[config.mk]
export PLATFORM = sky130hd
export DESIGN_NAME = serdes_sequencer_flat
export DESIGN_NICKNAME = d
export VERILOG_FILES = /design/src/rtl/serdes_pkg.sv /design/src/rtl/serdes_sequencer_if.sv /design/src/rtl/register.sv /design/src/rtl/serdes_sequencer.sv /design/src/flat_wrapper.sv
export SDC_FILE = /design/constraint.sdc
export NUM_CORES = 1
export LEC_CHECK = 0
export ABC_AREA = 0
export BUFFER_PORTS_ARGS = -buffer_cell sky130_fd_sc_hd__clkbuf_2
export CORE_AREA = 3 3 64 72
export DETAILED_ROUTE_END_ITERATION = 8
export DIE_AREA = 0 0 67 75
export PLACE_DENSITY = 0.58
export SYNTH_ARGS = -nofsm -noshare
export SYNTH_HDL_FRONTEND = slang
export SYNTH_SLANG_ARGS = --single-unit
export TNS_END_PERCENT = 20
[constraint.sdc]
create_clock -name clk -period 5.2 [get_ports clk]
set_input_delay 0.26 -clock clk [delete_from_list [all_inputs] [get_ports clk]]
set_output_delay 0.26 -clock clk [all_outputs]
set_load 0.02 [all_outputs]
[src/rtl/serdes_pkg.sv]
// Shared encodings for the serial sequencer and its shift register.
package serdes_pkg;

    // Word-level command op codes
    localparam logic [1:0] OpNop   = 2'd0;
    localparam logic [1:0] OpTx    = 2'd1;
    localparam logic [1:0] OpRx    = 2'd2;
    localparam logic [1:0] OpClear = 2'd3;

    // Universal shift register control codes
    localparam logic [2:0] CtrlHold   = 3'd0;
    localparam logic [2:0] CtrlClear  = 3'd1;
    localparam logic [2:0] CtrlLoad   = 3'd2;
    localparam logic [2:0] CtrlSinMsb = 3'd3;
    localparam logic [2:0] CtrlSinLsb = 3'd4;
    localparam logic [2:0] CtrlShl    = 3'd5;
    localparam logic [2:0] CtrlShr    = 3'd6;

    typedef enum logic [1:0] {
        StIdle,
        StShift,
        StDone
    } state_e;

endpackage

[src/rtl/serdes_sequencer_if.sv]
// Command/response handshake bundle between a word-level master and the sequencer.
interface serdes_sequencer_if #(
    parameter int unsigned WIDTH = 8,
    parameter int unsigned LW    = $clog2(WIDTH) + 1
);
    logic             cmd_valid;
    logic             cmd_ready;
    logic [1:0]       cmd_op;
    logic [WIDTH-1:0] cmd_data;
    logic [LW-1:0]    cmd_len;
    logic             rsp_valid;
    logic             rsp_ready;
    logic [WIDTH-1:0] rsp_data;
    logic             rsp_aborted;

    modport master (
        output cmd_valid, cmd_op, cmd_data, cmd_len, rsp_ready,
        input  cmd_ready, rsp_valid, rsp_data, rsp_aborted
    );

    modport slave (
        input  cmd_valid, cmd_op, cmd_data, cmd_len, rsp_ready,
        output cmd_ready, rsp_valid, rsp_data, rsp_aborted
    );
endinterface

[src/rtl/register.sv]
// Universal shift register: hold, clear, parallel load, serial load at either end, shifts.
module register
    import serdes_pkg::*;
#(
    parameter int unsigned WIDTH = 8
) (
    input  logic             clk,
    input  logic             async_nreset,
    input  logic [2:0]       ctrl,
    input  logic [WIDTH-1:0] d,
    input  logic             sin,
    output logic [WIDTH-1:0] q
);

    // Register update selected by ctrl; unknown codes hold
    always_ff @(posedge clk or negedge async_nreset) begin
        if (!async_nreset) begin
            q <= '0;
        end else begin
            case (ctrl)
                CtrlClear:  q <= '0;
                CtrlLoad:   q <= d;
                CtrlSinMsb: q <= {sin, q[WIDTH-1:1]};
                CtrlSinLsb: q <= {q[WIDTH-2:0], sin};
                CtrlShl:    q <= {q[WIDTH-2:0], 1'b0};
                CtrlShr:    q <= {1'b0, q[WIDTH-1:1]};
                default:    q <= q;
            endcase
        end
    end

endmodule

[src/rtl/serdes_sequencer.sv]
// Drives a universal shift register to run word-level TX/RX/CLEAR commands over a 1-bit link.
module serdes_sequencer
    import serdes_pkg::*;
#(
    parameter int unsigned WIDTH = 8,
    parameter int unsigned DIV   = 4,
    parameter int unsigned LW    = $clog2(WIDTH) + 1
) (
    input  logic               clk,
    input  logic               async_nreset,
    serdes_sequencer_if.slave  bus,
    input  logic               abort,
    input  logic               ser_in,
    output logic               ser_out,
    output logic               bit_strobe,
    output logic               busy
);

    localparam int unsigned    DW       = (DIV > 1) ? $clog2(DIV) : 1;
    localparam logic [DW-1:0]  DivLast  = DW'(DIV - 1);
    localparam logic [LW-1:0]  WidthLen = LW'(WIDTH);

    state_e           state_q, state_d;
    logic [DW-1:0]    div_q, div_d;
    logic [LW-1:0]    bit_q, bit_d;
    logic [LW-1:0]    len_q, len_d;
    logic             tx_q, tx_d;
    logic             aborted_q, aborted_d;
    logic [2:0]       ctrl;
    logic [WIDTH-1:0] q;
    logic [LW-1:0]    eff_len;
    logic             strobe;

    // A zero or oversized length means a full word
    assign eff_len = (bus.cmd_len == '0 || bus.cmd_len > WidthLen) ? WidthLen : bus.cmd_len;
    assign strobe  = (state_q == StShift) && (div_q == DivLast);

    // Sequencer state, counters and latched command attributes
    always_ff @(posedge clk or negedge async_nreset) begin
        if (!async_nreset) begin
            state_q   <= StIdle;
            div_q     <= '0;
            bit_q     <= '0;
            len_q     <= '0;
            tx_q      <= 1'b0;
            aborted_q <= 1'b0;
        end else begin
            state_q   <= state_d;
            div_q     <= div_d;
            bit_q     <= bit_d;
            len_q     <= len_d;
            tx_q      <= tx_d;
            aborted_q <= aborted_d;
        end
    end

    // Next-state and register control decode
    always_comb begin
        state_d   = state_q;
        div_d     = div_q;
        bit_d     = bit_q;
        len_d     = len_q;
        tx_d      = tx_q;
        aborted_d = aborted_q;
        ctrl      = CtrlHold;
        unique case (state_q)
            StIdle: begin
                if (bus.cmd_valid) begin
                    div_d = '0;
                    bit_d = '0;
                    unique case (bus.cmd_op)
                        OpTx: begin
                            ctrl    = CtrlLoad;
                            len_d   = eff_len;
                            tx_d    = 1'b1;
                            state_d = StShift;
                        end
                        OpRx: begin
                            ctrl    = CtrlClear;
                            len_d   = eff_len;
                            tx_d    = 1'b0;
                            state_d = StShift;
                        end
                        OpClear: begin
                            ctrl    = CtrlClear;
                            tx_d    = 1'b0;
                            state_d = StDone;
                        end
                        default: state_d = StIdle;
                    endcase
                end
            end
            StShift: begin
                // Abort wins over a coinciding strobe: no shift in that cycle
                if (abort) begin
                    state_d   = StDone;
                    aborted_d = 1'b1;
                end else if (strobe) begin
                    div_d = '0;
                    bit_d = bit_q + 1'b1;
                    ctrl  = tx_q ? CtrlShl : CtrlSinLsb;
                    if (bit_q == len_q - 1'b1) begin
                        state_d = StDone;
                    end
                end else begin
                    div_d = div_q + 1'b1;
                end
            end
            StDone: begin
                if (bus.rsp_ready) begin
                    state_d   = StIdle;
                    aborted_d = 1'b0;
                end
            end
            default: state_d = StIdle;
        endcase
    end

    register #(
        .WIDTH(WIDTH)
    ) u_register (
        .clk          (clk),
        .async_nreset (async_nreset),
        .ctrl         (ctrl),
        .d            (bus.cmd_data),
        .sin          (ser_in),
        .q            (q)
    );

    assign bus.cmd_ready   = (state_q == StIdle);
    assign busy            = (state_q != StIdle);
    assign bus.rsp_valid   = (state_q == StDone);
    assign bus.rsp_data    = (state_q == StDone) ? q : '0;
    assign bus.rsp_aborted = aborted_q;
    assign ser_out         = (state_q == StShift) && tx_q && q[WIDTH-1];
    assign bit_strobe      = strobe;

endmodule

[src/flat_wrapper.sv]
// flat-port wrapper written by rule: the top's interface ports become plain ports
module serdes_sequencer_flat import serdes_pkg::*;
#(
    parameter int unsigned WIDTH = 8,
    parameter int unsigned DIV   = 4,
    parameter int unsigned LW    = $clog2(WIDTH) + 1
)
  (clk, async_nreset, abort, ser_in, ser_out, bit_strobe, busy, bus_cmd_valid, bus_cmd_op, bus_cmd_data, bus_cmd_len, bus_rsp_ready, bus_cmd_ready, bus_rsp_valid, bus_rsp_data, bus_rsp_aborted);
  serdes_sequencer_if #(.WIDTH(WIDTH), .LW(LW)) bus_i ();
  input  logic clk;
  input  logic async_nreset;
  input  logic abort;
  input  logic ser_in;
  output logic ser_out;
  output logic bit_strobe;
  output logic busy;
  input wire logic [$bits(bus_i.cmd_valid)-1:0] bus_cmd_valid;
  input wire logic [$bits(bus_i.cmd_op)-1:0] bus_cmd_op;
  input wire logic [$bits(bus_i.cmd_data)-1:0] bus_cmd_data;
  input wire logic [$bits(bus_i.cmd_len)-1:0] bus_cmd_len;
  input wire logic [$bits(bus_i.rsp_ready)-1:0] bus_rsp_ready;
  output wire logic [$bits(bus_i.cmd_ready)-1:0] bus_cmd_ready;
  output wire logic [$bits(bus_i.rsp_valid)-1:0] bus_rsp_valid;
  output wire logic [$bits(bus_i.rsp_data)-1:0] bus_rsp_data;
  output wire logic [$bits(bus_i.rsp_aborted)-1:0] bus_rsp_aborted;
  assign bus_i.cmd_valid = bus_cmd_valid;
  assign bus_i.cmd_op = bus_cmd_op;
  assign bus_i.cmd_data = bus_cmd_data;
  assign bus_i.cmd_len = bus_cmd_len;
  assign bus_i.rsp_ready = bus_rsp_ready;
  assign bus_cmd_ready = bus_i.cmd_ready;
  assign bus_rsp_valid = bus_i.rsp_valid;
  assign bus_rsp_data = bus_i.rsp_data;
  assign bus_rsp_aborted = bus_i.rsp_aborted;
  serdes_sequencer #(.WIDTH(WIDTH), .DIV(DIV), .LW(LW)) u_core (.clk(clk), .async_nreset(async_nreset), .bus(bus_i), .abort(abort), .ser_in(ser_in), .ser_out(ser_out), .bit_strobe(bit_strobe), .busy(busy));
endmodule
==> metrics.log <==
INFO  metric outcome = finished, final reports clean
INFO  metric final_max_slew_viol_count = 0
INFO  metric worstSetupStartpointType = register
INFO  metric clock_tree.buffer_depth = 2
INFO  metric synth_cell_type_count = 38
INFO  metric postSynthNetCount = about 180
INFO  metric floorplan.die.width = 67 microns
INFO  metric worstPathBufferInverterCount = 2
INFO  metric setup_tns = 0 ns
INFO  metric number_of_global_route_vias_before_repair = between 1000 and 1500
INFO  metric floorplan.core_area = roughly 4000 sq um
INFO  metric numCtsBuffers = 3
INFO  metric timing.critical_path.cells = inv_2, nor2_1, and2_1, clkbuf_2
INFO  metric core_rows = 24
INFO  metric viasPerCell = between 5 and 6
INFO  metric area_growth_syn_to_layout = 20.7%
INFO  metric min_path_type = input pin to register
INFO  metric post-cts-setup-buffers = 0
INFO  metric tritoncts = done
INFO  metric postCtsResizedCells = 0
INFO  metric port_buffers = 33
INFO  metric total_area_of_multi_input_combinational_cells = between 700 and 800 sq um
INFO  metric antenna_found_initial = 0
INFO  metric insertedDiodeCount = 0
INFO  metric yosys_warnings = 0
INFO  metric track_usage = 0.140
INFO  metric cellPowerDensity = around 400 nW/um^2
INFO  metric grt_setup_unrepaired = no
INFO  metric number_of_enable_type_register_cells_in_the_synthesized_netlist = 0
INFO  metric totalPowerFinal = 0.668 mW
INFO  metric yosysSeqAreaShare = 0.401
INFO  metric critical_path_cell_with_the_highest_stage_delay = dfrtp_1
INFO  metric cts_num_sinks = 22
INFO  metric top_level_ports = 34
INFO  metric start_util = 0.347
INFO  metric layout-drive-gt1-share = 0.235
INFO  metric synth_cells = around 150
INFO  metric design.final.nets = around 210
INFO  metric firstDrtPassIters = 4
INFO  metric remaining_drc_errors = 0
INFO  metric finalWorstPathRequiredPeriod = between 1.5 and 2 ns
INFO  metric ctsHoldBuffers = 1
INFO  metric cp_data_arrival_time = ~1.7 ns
INFO  metric worstPathRequired = a little under 5 ns
INFO  metric num_vias = 1229
INFO  metric finalWirelength = ~3300 microns
INFO  metric vdd_ir_drop_max = approximately 110 uV
INFO  metric cpLargestDelayFamily = simple AND/OR/NAND/NOR gates
INFO  metric endpoint_kind_of_the_worst_setup_timing_path = output port
INFO  metric layout.area.seq = around 550 sq um
INFO  metric maximum_level_of_the_cts_h_tree = 1
INFO  metric syn_avg_cell_area = ~9.3 sq um
INFO  metric synth_async_sr_flop_share = 1.00
INFO  metric design.die.area = 5030 sq um
INFO  metric root_buffer = clkbuf_8
INFO  metric slew_headroom = 0.613
INFO  metric critical_path_peak_fanout = 11
INFO  metric clkSlewWorstSetupHoldPaths = 0.09 ns
INFO  metric maximum_number_of_pins_on_one_net_before_global_route_repair = 23
INFO  metric grt-ovfl-total = 0
INFO  metric worst-slew-pin-transition = between 0.5 and 0.6 ns
INFO  metric ys_dominant_reg_cell = dfrtp_1
INFO  metric critPathKind = register to output port
INFO  metric finalSetupViolations = 0
INFO  metric leakagePower = 0.788 nW
INFO  metric sum_of_net_half_perimeters_after_detailed_placement = ~2600 microns
INFO  metric drt-wirelength-per-cell = 14.0 microns
INFO  metric final_layout_fill_cell_count = approximately 420
INFO  metric antenna_left = 0
INFO  metric place_congestion = a little under 0.8
INFO  metric timing_hold_violations_final = 0
INFO  metric period_share = 0.383
INFO  metric fin_worst_skew = ~0.0085 ns
INFO  metric critical_path.max_stage_delay = ~0.56 ns
INFO  metric grt_first_pass_wirelength = 5480 microns
INFO  metric post_synth_instance_area = approximately 1400 sq um
INFO  metric ys_seq_elements = 22
INFO  metric detailedRoute.firstIterationViolations = 58
INFO  metric clock.fmax = 0.502 GHz
INFO  metric vertical_die_dimension = between 70 and 80 microns
INFO  metric clock_latency = around 0.27 ns
INFO  metric max_cap_check_violation_count = 0
==> area by class of cell <==
cell class | count | area share
Inverter | 7 | 0.0158
Tap cell | 52 | 0.0392
Multi-Input combinational cell | 115 | 0.469
Clock buffer | 4 | 0.0332
Sequential cell | 22 | 0.332
Timing Repair Buffer | 35 | 0.110
==> report_power, final <==
group	internal (mW)	switching [mW]
sequential	0.222	0.0665
clock	0.0676	0.0598
combinational	0.113	0.139
total	0.402	0.265
==> metal layers <==
metal | track usage | up-vias | routed length, microns
li1 | - | 595 | -
met1 | 0.183 | 607 | 1480
met2 | 0.233 | 23 | 1650
met3 | 0.0194 | 4 | 126
met4 | 0.0586 | 0 | 39
met5 | 0 | - | 0
==> synth_stat cells, drive strengths merged (2+ instances only) <==
cell,count,area share
o21ai,15,0.055
nor3b,2,0.015
a22o,5,0.032
xnor2,6,0.038
a221o,7,0.051
ha,7,0.064
a21oi,3,0.011
a211oi,3,0.025
dfrtp,22,0.40
nand2b,4,0.018
xor2,2,0.013
and2,9,0.041
nor3,2,0.0073
inv,7,0.019
buf,3,0.011
nor2,11,0.032
nand2,24,0.066
==> stage by stage <==
stage	util	instance area [sq um]	setup slack [ns]	cells	hold slack, ns
after floorplan	-	1370	3.43	148	-0.0356
after global placement	0.402	1590	3.32	230	0.282
after detailed placement	0.402	1590	3.27	230	0.287
after CTS	0.418	1660	3.25	235	0.214
after global routing	0.418	1660	3.12	235	0.217
final	0.418	1660	3.21	235	0.217
==> worst paths after layout <==
check	startpoint	endpoint	slack [ns]	cells after the start
max	u_core.state_q[1]	bus_rsp_data[2]	3.21	4
min	bus_cmd_data[2]	u_core.u_register.q[2]	0.22	2
max reg2reg	u_core.div_q[0]	u_core.u_register.q[1]	3.26	6
min reg2reg	u_core.len_q[1]	u_core.len_q[1]	0.52	2
max in group asynchronous	async_nreset	u_core.len_q[2]	4.30	2
min in group asynchronous	async_nreset	u_core.tx_q	0.51	2
==> worst reg2reg max path: cells and delay by family (launching register included) <==
family	cells	cell delay, ns
buffers and inverters	1	0.19
AOI/OAI and AO/OA	2	0.65
DFF	1	0.42
and+or+nand+nor	2	0.29
adders and majority gates	1	0.28
==> kinds of logic (layout without fill, tap and decap cells) <==
kind of cell               count (synthesis)  after routing  synth area share
and+or+nand+nor                           59             59             0.230
AOI/OAI and AO/OA                         40             40             0.215
DFF                                       22             22             0.401
buffers and inverters                     11             46            0.0328
xor gates and xnor gates                   8              8            0.0510
adders and majority gates                  7              7            0.0637
muxes                                      1              1           0.00729
==> placed cells by master, fill, tap and decap left out, types with 2 or more instances in the layout <==
master and instances:
a211oi_1 2, and2_1 9, nor2_1 10, a22o_1 5, nor3_1 2, xnor2_1 6, dfrtp_1 22, xor2_1 2
clkbuf_8 4, o21ai_1 8, a21oi_1 3, clkbuf_2 33, inv_1 6, nand2_1 24, ha_1 7, a221o_1 7
nand2b_1 4, o21ai_0 7
==> registers in the layout, summed over array words and instances (netlist names) <==
register and count:
u_core.bit_q 4, u_core.bus.rsp_aborted 1, u_core.div_q 2, u_core.len_q 4
u_core.state_q 2, u_core.tx_q 1, u_core.u_register.q 8
Power figures use the tool's default switching activity.
